$ cat src/rtl/codec_cfg_seq_pkg.sv
// codec_cfg_seq_pkg
//   Shared constants for the codec power-up configuration sequencer:
//   codec register addresses, table data words, sampling-rate words and
//   their Hz values, table index limits and the sequencer state encoding.
//   No ports; imported by codec_cfg_rom and codec_cfg_seq.
//   Optional feature macro: CODEC_CFG_RECONFIG_EN (see codec_cfg_seq).
package codec_cfg_seq_pkg;

   // codec register addresses
   localparam logic [6:0] R0  = 7'd0;
   localparam logic [6:0] R1  = 7'd1;
   localparam logic [6:0] R2  = 7'd2;
   localparam logic [6:0] R3  = 7'd3;
   localparam logic [6:0] R4  = 7'd4;
   localparam logic [6:0] R5  = 7'd5;
   localparam logic [6:0] R6  = 7'd6;
   localparam logic [6:0] R7  = 7'd7;
   localparam logic [6:0] R8  = 7'd8;
   localparam logic [6:0] R9  = 7'd9;
   localparam logic [6:0] R10 = 7'd10;
   localparam logic [6:0] R11 = 7'd11;
   localparam logic [6:0] R12 = 7'd12;
   localparam logic [6:0] R13 = 7'd13;
   localparam logic [6:0] R14 = 7'd14;
   localparam logic [6:0] R15 = 7'd15;

   // table data words
   localparam logic [8:0] D_RESET    = 9'h000;  // R15: codec soft reset
   localparam logic [8:0] D_PWR      = 9'h010;  // R6 : power down control
   localparam logic [8:0] D_LLIN     = 9'h097;  // R0 : left line in
   localparam logic [8:0] D_RLIN     = 9'h097;  // R1 : right line in
   localparam logic [8:0] D_LHP      = 9'h079;  // R2 : left headphone
   localparam logic [8:0] D_RHP      = 9'h079;  // R3 : right headphone
   localparam logic [8:0] D_APATH    = 9'h012;  // R4 : analog path
   localparam logic [8:0] D_DPATH    = 9'h000;  // R5 : digital path
   localparam logic [8:0] D_DAIF     = 9'h002;  // R7 : I2S, 16-bit, slave
   localparam logic [8:0] D_ACTIVE   = 9'h001;  // R9 : interface active
   localparam logic [8:0] D_INACTIVE = 9'h000;  // R9 : interface inactive

   // sampling rates and their R8 words
   localparam logic [31:0] RATE_48K_HZ = 32'd48000;
   localparam logic [31:0] RATE_32K_HZ = 32'd32000;
   localparam logic [31:0] RATE_8K_HZ  = 32'd8000;
   localparam logic [31:0] RATE_96K_HZ = 32'd96000;
   localparam logic [8:0]  RW_48K      = 9'h000;
   localparam logic [8:0]  RW_32K      = 9'h018;
   localparam logic [8:0]  RW_8K       = 9'h00C;
   localparam logic [8:0]  RW_96K      = 9'h01C;

   // slot indices: 0..10 full run, 11..13 rate-change sequence
   localparam logic [3:0] CFG_RATE_IDX    = 4'd9;
   localparam logic [3:0] CFG_LAST_IDX    = 4'd10;
   localparam logic [3:0] RECFG_FIRST_IDX = 4'd11;
   localparam logic [3:0] RECFG_LAST_IDX  = 4'd13;

   typedef enum logic [2:0] {
      ST_IDLE,
      ST_ISSUE,
      ST_WAIT,
      ST_GAP,
      ST_DONE,
      ST_ERROR
   } cfg_state_t;

   typedef struct packed {
      logic       unsupported;
      logic [8:0] word;
   } rate_sel_t;

   function automatic rate_sel_t rate_lookup(input logic [31:0] hz);
      rate_sel_t r;
      r.unsupported = 1'b0;
      case (hz)
         RATE_48K_HZ: r.word = RW_48K;
         RATE_32K_HZ: r.word = RW_32K;
         RATE_8K_HZ:  r.word = RW_8K;
         RATE_96K_HZ: r.word = RW_96K;
         default: begin
            r.word        = RW_48K;
            r.unsupported = 1'b1;
         end
      endcase
      return r;
   endfunction

   // register address goes in the MSB byte so it is sent first
   function automatic logic [15:0] cmd_word(input logic [6:0] ra, input logic [8:0] rd);
      return {ra, rd};
   endfunction

endpackage

$ cat src/rtl/codec_cfg_rom.sv
// codec_cfg_rom
//   Combinational command table: slot index plus latched sampling rate in,
//   16-bit I2C write word {reg_addr[6:0], reg_data[8:0]} out.
//   Ports:
//     idx         in   4  slot index (0..13)
//     rate        in  32  latched sampling rate in Hz
//     cmd         out 16  command word for the slot
//     unsupported out  1  rate is not one of the known rates
module codec_cfg_rom
   import codec_cfg_seq_pkg::*;
(
   input  logic [3:0]  idx,
   input  logic [31:0] rate,
   output logic [15:0] cmd,
   output logic        unsupported
);

   rate_sel_t sel;

   always_comb begin
      sel         = rate_lookup(rate);
      unsupported = sel.unsupported;
      case (idx)
         4'd0:    cmd = cmd_word(R15, D_RESET);
         4'd1:    cmd = cmd_word(R6,  D_PWR);
         4'd2:    cmd = cmd_word(R0,  D_LLIN);
         4'd3:    cmd = cmd_word(R1,  D_RLIN);
         4'd4:    cmd = cmd_word(R2,  D_LHP);
         4'd5:    cmd = cmd_word(R3,  D_RHP);
         4'd6:    cmd = cmd_word(R4,  D_APATH);
         4'd7:    cmd = cmd_word(R5,  D_DPATH);
         4'd8:    cmd = cmd_word(R7,  D_DAIF);
         4'd9:    cmd = cmd_word(R8,  sel.word);
         4'd10:   cmd = cmd_word(R9,  D_ACTIVE);
         // rate-change sequence: deactivate, new rate, reactivate
         4'd11:   cmd = cmd_word(R9,  D_INACTIVE);
         4'd12:   cmd = cmd_word(R8,  sel.word);
         4'd13:   cmd = cmd_word(R9,  D_ACTIVE);
         default: cmd = cmd_word(R9,  D_ACTIVE);
      endcase
   end

endmodule

$ cat src/rtl/codec_cfg_seq.sv
// codec_cfg_seq
//   Power-up configuration sequencer for the audio codec. Walks the command
//   table in codec_cfg_rom and hands each entry to the shared I2C byte
//   master as a two-byte write, one command in flight at a time, with an
//   idle gap between writes and bounded retries on NACK.
//   Optional feature: define CODEC_CFG_RECONFIG_EN to rerun the R9/R8/R9
//   rate-change sequence whenever the sampling rate input changes in DONE.
//   Ports:
//     clk, rst                  clock, async active-high reset
//     cfg_start_i               pulse: start a full run (ignored while busy)
//     wav_info_sampling_rate_i  sampling rate in Hz, latched at start
//     i2c_cmd_valid_o/ready_i   command handshake to the I2C master
//     i2c_dev_addr_o            codec device address
//     i2c_data_o                {reg_addr, reg_data}, zero when not valid
//     i2c_done_i, i2c_nack_i    transaction finished / NACK qualifier
//     cfg_busy_o, cfg_done_o, cfg_error_o  run status
//     cfg_rate_unsupported_o    latched rate not in the rate table
//     cfg_index_o               current or failing slot index
module codec_cfg_seq
   import codec_cfg_seq_pkg::*;
#(
   parameter logic [6:0] DEV_ADDR   = 7'h1A,
   parameter int         MAX_RETRY  = 3,
   parameter int         GAP_CYCLES = 1000
) (
   input  logic        clk,
   input  logic        rst,
   input  logic        cfg_start_i,
   input  logic [31:0] wav_info_sampling_rate_i,
   output logic        i2c_cmd_valid_o,
   input  logic        i2c_cmd_ready_i,
   output logic [6:0]  i2c_dev_addr_o,
   output logic [15:0] i2c_data_o,
   input  logic        i2c_done_i,
   input  logic        i2c_nack_i,
   output logic        cfg_busy_o,
   output logic        cfg_done_o,
   output logic        cfg_error_o,
   output logic        cfg_rate_unsupported_o,
   output logic [3:0]  cfg_index_o
);

   localparam int GW  = $clog2(GAP_CYCLES + 1);
   localparam int RTW = (MAX_RETRY < 1) ? 1 : $clog2(MAX_RETRY + 1);
   localparam logic [GW-1:0]  GAP_LAST = GW'(GAP_CYCLES - 1);
   localparam logic [RTW-1:0] RETRY_LIM = RTW'(MAX_RETRY);

   cfg_state_t     state, state_nxt;
   logic [3:0]     idx;
   logic [RTW-1:0] retry;
   logic [GW-1:0]  gap_cnt;
   logic [31:0]    rate;
   logic           have_rate;
   logic           acked;

   logic           start_run, reconfig, ack_ok, nack_retry, gap_end;
   logic [15:0]    rom_cmd;
   logic           rom_unsup;

   codec_cfg_rom u_rom (
      .idx         (idx),
      .rate        (rate),
      .cmd         (rom_cmd),
      .unsupported (rom_unsup)
   );

   always_comb begin
      state_nxt  = state;
      start_run  = 1'b0;
      reconfig   = 1'b0;
      ack_ok     = 1'b0;
      nack_retry = 1'b0;
      gap_end    = 1'b0;
      case (state)
         ST_IDLE, ST_ERROR: begin
            if (cfg_start_i) begin
               start_run = 1'b1;
               state_nxt = ST_ISSUE;
            end
         end
         ST_DONE: begin
            if (cfg_start_i) begin
               start_run = 1'b1;
               state_nxt = ST_ISSUE;
            end
`ifdef CODEC_CFG_RECONFIG_EN
            else if (wav_info_sampling_rate_i != rate) begin
               reconfig  = 1'b1;
               state_nxt = ST_ISSUE;
            end
`endif
         end
         ST_ISSUE: begin
            if (i2c_cmd_ready_i) state_nxt = ST_WAIT;
         end
         ST_WAIT: begin
            if (i2c_done_i) begin
               if (!i2c_nack_i) begin
                  ack_ok    = 1'b1;
                  state_nxt = (idx == CFG_LAST_IDX || idx == RECFG_LAST_IDX) ? ST_DONE : ST_GAP;
               end else if (retry < RETRY_LIM) begin
                  nack_retry = 1'b1;
                  state_nxt  = ST_GAP;
               end else begin
                  state_nxt = ST_ERROR;
               end
            end
         end
         ST_GAP: begin
            if (gap_cnt == GAP_LAST) begin
               gap_end   = 1'b1;
               state_nxt = ST_ISSUE;
            end
         end
         default: state_nxt = ST_IDLE;
      endcase
   end

   always_ff @(posedge clk or posedge rst) begin
      if (rst) begin
         state     <= ST_IDLE;
         idx       <= '0;
         retry     <= '0;
         gap_cnt   <= '0;
         rate      <= '0;
         have_rate <= 1'b0;
         acked     <= 1'b0;
      end else begin
         state <= state_nxt;
         if (start_run) begin
            rate      <= wav_info_sampling_rate_i;
            have_rate <= 1'b1;
            idx       <= '0;
            retry     <= '0;
            acked     <= 1'b0;
         end
         if (reconfig) begin
            rate  <= wav_info_sampling_rate_i;
            idx   <= RECFG_FIRST_IDX;
            retry <= '0;
            acked <= 1'b0;
         end
         if (ack_ok) acked <= 1'b1;
         if (nack_retry) begin
            retry <= retry + RTW'(1);
            acked <= 1'b0;
         end
         // gap counter restarts every time a transaction is waited on
         if (state == ST_WAIT)     gap_cnt <= '0;
         else if (state == ST_GAP) gap_cnt <= gap_cnt + GW'(1);
         // a NACKed slot is reissued as-is; only an ACK advances the table
         if (gap_end && acked) begin
            idx   <= idx + 4'd1;
            retry <= '0;
         end
      end
   end

   assign i2c_cmd_valid_o        = (state == ST_ISSUE);
   assign i2c_dev_addr_o         = DEV_ADDR;
   assign i2c_data_o             = i2c_cmd_valid_o ? rom_cmd : 16'h0000;
   assign cfg_busy_o             = (state == ST_ISSUE) || (state == ST_WAIT) || (state == ST_GAP);
   assign cfg_done_o             = (state == ST_DONE);
   assign cfg_error_o            = (state == ST_ERROR);
   // the latched-rate register is meaningless until the first start
   assign cfg_rate_unsupported_o = have_rate & rom_unsup;
   assign cfg_index_o            = idx;

endmodule

$ cat config.mk
export PLATFORM = sky130hd
export DESIGN_NAME = codec_cfg_seq
export DESIGN_NICKNAME = d
export VERILOG_FILES = /design/src/rtl/codec_cfg_seq_pkg.sv /design/src/rtl/codec_cfg_rom.sv /design/src/rtl/codec_cfg_seq.sv
export SDC_FILE = /design/constraint.sdc
export NUM_CORES = 1
export LEC_CHECK = 0
export ABC_AREA = 1
export CELL_PAD_IN_SITES_DETAIL_PLACEMENT = 0
export CELL_PAD_IN_SITES_GLOBAL_PLACEMENT = 1
export CORE_MARGIN = 3
export CORE_UTILIZATION = 36
export CTS_CLUSTER_SIZE = 28
export DETAILED_ROUTE_END_ITERATION = 10
export HOLD_SLACK_MARGIN = 0.05
export PLACE_DENSITY_LB_ADDON = 0.1
export SYNTH_ARGS = -nofsm -noshare
export SYNTH_HDL_FRONTEND = slang
export SYNTH_SLANG_ARGS = --single-unit
$ cat constraint.sdc
create_clock -name clk -period 2.13 [get_ports clk]
set_clock_uncertainty 0.1 [all_clocks]
set_input_delay 0.3195 -clock clk [delete_from_list [all_inputs] [get_ports clk]]
set_output_delay 0.3195 -clock clk [all_outputs]
set_load 0.005 [all_outputs]
==> reports/summary.txt, run 1 <==
Ys Warns = 0
Sequential Area = 1330 µm²
CP Capture Type = primary output
# hold bufs at CTS = 0
Status = finished, violations left
Number of I/O pins = 70
LEAKAGE = 0.00213 µW
Fillers = 848
Number of remaining DRC errors = 0
Vias in the first global route = 2925
Core area = 8340 µm²
Routed vias/inst = 4.57
Final ANT Viol Nets = 0
Synth unique cells = 33
Wire length on met3 = 306 µm
Input/output buffers = 58
Final worst slack = -0.161 ns
Syn Inst Count = 445
Most frequent cells in the layout = nand2_1, buf_4, dfrtp_1
Drt initial violations = 145
Fin area = 4430 µm²
Post-Layout Cell Count = 661
Most common cell after layout, fill and taps aside = nand2_1
Seq/Total Area, Yosys = 0.423
Detailed Place HPWL = 5690 µm
Die footprint = 9870 µm²
Drt total wl = 7600 µm
Clock transition at path regs = 0.11 ns
Num Clock Sinks = 53
Placed cell count = 644
CTS Buffer Depth = 2
CP delay by family, top = flip-flops
Share of cells above drive strength 1 = 0.245
Slew Viols, Final = 0
Worst EP arrival = 1.87 ns
WHS = 0.261 ns
Final setup vio count = 6
EDFF count, synth = 0
Via count = 3020
Post-layout nets = 599
FFs w/ async S/R, synth = 1.00
Required time of the critical path = 1.71 ns
Final hold vios = 0
H-Tree Depth = 2
Fmax = 437 MHz
Wire length per cell = 11.5 µm
CTS Buf Count = 5
WS Path Type = reg -> out
Root buffer cell = clkbuf_8
RSZ-0062 raised after global routing = true
CTS tree = built
CP max FO = 4
Placed Area = 4130 µm²
Highest routed layer = met4
Max-cap viol count = 0
FF+latch count, synth = 53
First-pass GRT wire length = 13000 µm
Routability cong. = 0.835
Fin crit period = 2.29 ns
Hold WC Path Type = in -> async
Area of the multi-input gates = 1650 µm²
Failing checks = negative setup slack
Antenna violations before repair = 0
Startpoint types = flop
Tcrit/Tclk final = 1.08
Total track usage = 0.159
Critical path cell sequence = buf_4, ha_2, o21ai_2, nand4_1, nor2_2, nand2_2, buf_6, a21oi_2, buf_2
Synthesized area = 3140 µm²
Drt first pass iters = 4
Wire length on met1 = 3720 µm
Layout Area Growth over Synthesis = 41.4%
Synth Flop Type = dfrtp_1
Largest net degree at the start of global routing = 54
Power Density = 964 nW/µm²
FP Rows = 33
TNS Setup = -0.542 ns
Die W = 99.3 µm
Syn_area_per_cell = 7.05 µm²
WL met2 = 3510 µm
Buf/Inv on CP = 3
ANT cells = 0
Gr ovfl total = 0
Clock Latency Late Sink = 0.31 ns
Worst vdd ir = 406 µV
Slowest cell on the critical path = dfrtp_1
Die Y = 99.3 µm
CP max stage delay = 0.43 ns
Starting density of the core = 0.376
-- final cells by class --
type                       instances  share of cell area
multi-input combinational        324               0.372
clock inverter                     3              0.0110
inverter                          55              0.0466
sequential                        53               0.299
tap                              105              0.0296
clock buffer                       5              0.0155
timing repair buffer             116               0.226
-- final timing paths --
kind | start | end | slack, ns | cells past startpoint
min in group clk | have_rate | have_rate | 0.39 | 2
worst max-delay path | cfg_index_o[1] | i2c_data_o[9] | -0.16 | 9
worst min register to register | have_rate | have_rate | 0.39 | 2
worst max register to register | state[2] | retry[1] | 0.27 | 9
max in group asynchronous | rst | cfg_index_o[0] | 1.41 | 3
worst min-delay path | rst | acked | 0.26 | 3
-- worst reg2reg max path: cells and delay by family, from the launching register on --
kind / cells / cell delay, ns
AND/OR/NAND/NOR: 5 / 0.82
flip-flops: 1 / 0.42
buffers and inverters: 3 / 0.33
AO/OA/AOI/OAI: 1 / 0.08
-- per-layer routing --
| metal | track usage | vias up |
|---|---|---|
| met4 | 0.0357 | 0 |
| met2 | 0.257 | 54 |
| met1 | 0.219 | 1368 |
| met5 | 0 | - |
| li1 | - | 1592 |
| met3 | 0.0344 | 6 |
-- cells in the mapped netlist (all sizes together) (4+ instances only) --
cell type	count	area share
a21oi	9	0.016
ha	6	0.024
nor2	65	0.084
a31oi	4	0.0080
o21ai	31	0.049
inv	55	0.066
nand2	143	0.17
nand3	26	0.041
nor3	9	0.016
dfrtp	53	0.42
buf	20	0.044
nand4	8	0.021
-- cell families (layout without fill, tap and decap cells) --
family | after synthesis | in the layout | synth area share
other cells | 2 | 11 | 0.00240
buf+inv | 77 | 179 | 0.112
compound gates | 51 | 51 | 0.0902
simple gates | 253 | 253 | 0.340
xor+xnor | 3 | 3 | 0.00838
flops | 53 | 53 | 0.423
fa+ha+maj | 6 | 6 | 0.0239
-- state kept, by name (all words and copies together) (netlist names) --
| name | count |
|---|---|
| state | 3 |
| have_rate | 1 |
| rate | 32 |
| acked | 1 |
| gap_cnt | 10 |
| retry | 2 |
| cfg_index_o | 4 |
-- per-stage QoR --
stage               utilization  power [µW]  worst slack, ns
detailed placement        0.495        3450           -0.157
CTS                       0.523        4250           -0.137
global placement          0.495        3420           -0.108
global route              0.532        4670           -0.283
floorplan                     -        2670            0.318
finish                    0.532        4270           -0.161
-- repair_timing --
item / CTS / global route
buffers inserted: 9 / 3
pin swaps: 26 / 18
gates resized for setup: 76 / 26
endpoints found under the setup margin: 13 / 14
-- report_power, final --
group | switching [µW] | internal, µW | leakage (µW)
sequential | 217 | 1360 | 0.000676
clock | 374 | 359 | 0.0000563
combinational | 1100 | 873 | 0.00140
total | 1690 | 2590 | 0.00213
Note: power is estimated with default switching activity, not from simulation.
==> inputs of run 2 (changes only) <==
CAP_MARGIN = 10   (was unset)
==> results of run 2 <==
Final layout, timing and power as in run 1 (identical DEF).
==> inputs of run 3 (changes only) <==
CORE_MARGIN = 2   (was 3)
SKIP_CTS_REPAIR_TIMING = 1   (was unset)
==> reports/summary.txt, run 3 (synthesis results as in run 1) <==
Max reg flops = 32
WS Path Type = reg -> out
FP Rows = 34
Layout Area Growth over Synthesis = 39.3%
Routability cong. = 0.896
Gr ovfl total = 0
Largest register by flop count = rate
Final setup vio count = 5
CTS Buffer Depth = 2
Die Y = 97.3 µm
CP Capture Type = primary output
Power Density = 929 nW/µm²
First-pass GRT wire length = 12800 µm
Drt total wl = 7620 µm
Wire length per cell = 11.6 µm
Required time of the critical path = 1.71 ns
Fillers = 887
Num Clock Sinks = 53
CTS Buf Count = 5
CP delay by family, top = flip-flops
Worst vdd ir = 384 µV
Switching share of power = 0.409
Relative slew slack = 0.658
P_int = 2400 µW
Placed cell count = 639
Routed vias/inst = 4.58
WHS = 0.243 ns
Largest net degree at the start of global routing = 48
Number of I/O pins = 70
Share of cells above drive strength 1 = 0.224
Startpoint types = flop
Post-layout nets = 592
Worst slew pin tran = 0.512 ns
Number of remaining DRC errors = 0
Starting density of the core = 0.365
Post-Layout Cell Count = 657
Failing checks = negative setup slack
Crit path from = cfg_index_o[1]
Drt first pass iters = 4
H-Tree Depth = 2
Clock transition at path regs = 0.10 ns
Slowest cell on the critical path = dfrtp_2
Max-cap viol count = 0
Clock Power Share = 0.150
CTS tree = built
Core area = 8590 µm²
Detailed Place HPWL = 5570 µm
Combinational power share = 0.464
CP max stage delay = 0.46 ns
Die W = 97.3 µm
Input/output buffers = 58
Slew Viols, Final = 0
Buf/Inv on CP = 3
CP max FO = 5
RR Startpoint = state[2]
Fmax = 432 MHz
ANT cells = 0
Sw Pwr = 1660 µW
RSZ-0062 raised after global routing = true
Drt initial violations = 106
CP most frequent cell = nand2_1
Fin crit period = 2.32 ns
Sequential power share = 0.385
Most common cell after layout, fill and taps aside = nand2_1
Antenna violations before repair = 0
Final hold vios = 0
Total track usage = 0.161
Root buffer cell = clkbuf_8
Status = finished, violations left
Via count = 3008
Worst EP arrival = 1.90 ns
Power Total = 4060 µW
Final worst slack = -0.186 ns
TNS Setup = -0.500 ns
LEAKAGE = 0.00214 µW
Die footprint = 9470 µm²
Critical path cell sequence = buf_4, ha_4, o21ai_2, nand4_1, nor2_1, nand2_1, buf_6, nand2_2, nand2_1, nand2_1, clkbuf_2
Tcrit/Tclk final = 1.09
Most frequent cells in the layout = nand2_1, dfrtp_1, buf_4
Vias in the first global route = 2845
Hold WC Path Type = in -> async
Final ANT Viol Nets = 0
Clock Latency Late Sink = 0.31 ns
run 3: worst register-to-register path, stage by stage, from the launching register on:
cell     delay, ns
dfrtp_1       0.40
buf_4         0.15
inv_2         0.08
nand2_2       0.17
nor2_4        0.26
inv_1         0.09
nor2_1        0.17
inv_1         0.06
nand3_1       0.08
nand2_1       0.05
o21ai_0       0.07
run 3: cell type report:
class / count / area, µm² / share of cell area
clock inverters: 3 / 26.3 / 0.00602
flip-flops and latches: 53 / 1330 / 0.304
clock buffers: 5 / 68.8 / 0.0158
well taps: 108 / 135 / 0.0309
repair buffers: 109 / 961 / 0.220
multi-input cells: 324 / 1640 / 0.375
inverters: 55 / 211 / 0.0484
run 3: worst paths after layout:
check | to | slack (ns) | depth (start not counted)
min in group clk | have_rate | 0.37 | 2
worst max register to register | state[2] | 0.38 | 10
worst min register to register | have_rate | 0.37 | 2
worst min-delay path | gap_cnt[1] | 0.24 | 2
max in group asynchronous | rate[11] | 1.14 | 3
worst max-delay path | i2c_data_o[0] | -0.19 | 11
run 3: metrics by stage:
step                      worst slack, ns  instance area [µm²]  utilization
final                              -0.186                 4370        0.508
after detailed placement           -0.209                 4070        0.474
after global placement             -0.133                 4070        0.474
after global routing               -0.306                 4370        0.508
after CTS                          -0.583                 4170        0.485
after floorplan                     0.318                 3170            -
run 3: power groups by stage:
stage	clock (µW)	sequential, µW	combinational [µW]
4_1_cts	640	1550	1820
6_report	610	1560	1880
3_3_place_gp	0	1560	1800
3_5_place_dp	0	1570	1810
2_1_floorplan	0	1540	1130
5_1_grt	670	1610	2150
run 3: layer usage:
layer  wire length, µm  global-route usage  vias to the layer above
met3               298              0.0266                        6
met2              3490               0.262                       57
met4                77              0.0385                        0
met5                 0                   0                        -
met1              3760               0.227                     1362
li1                  -                   -                     1583
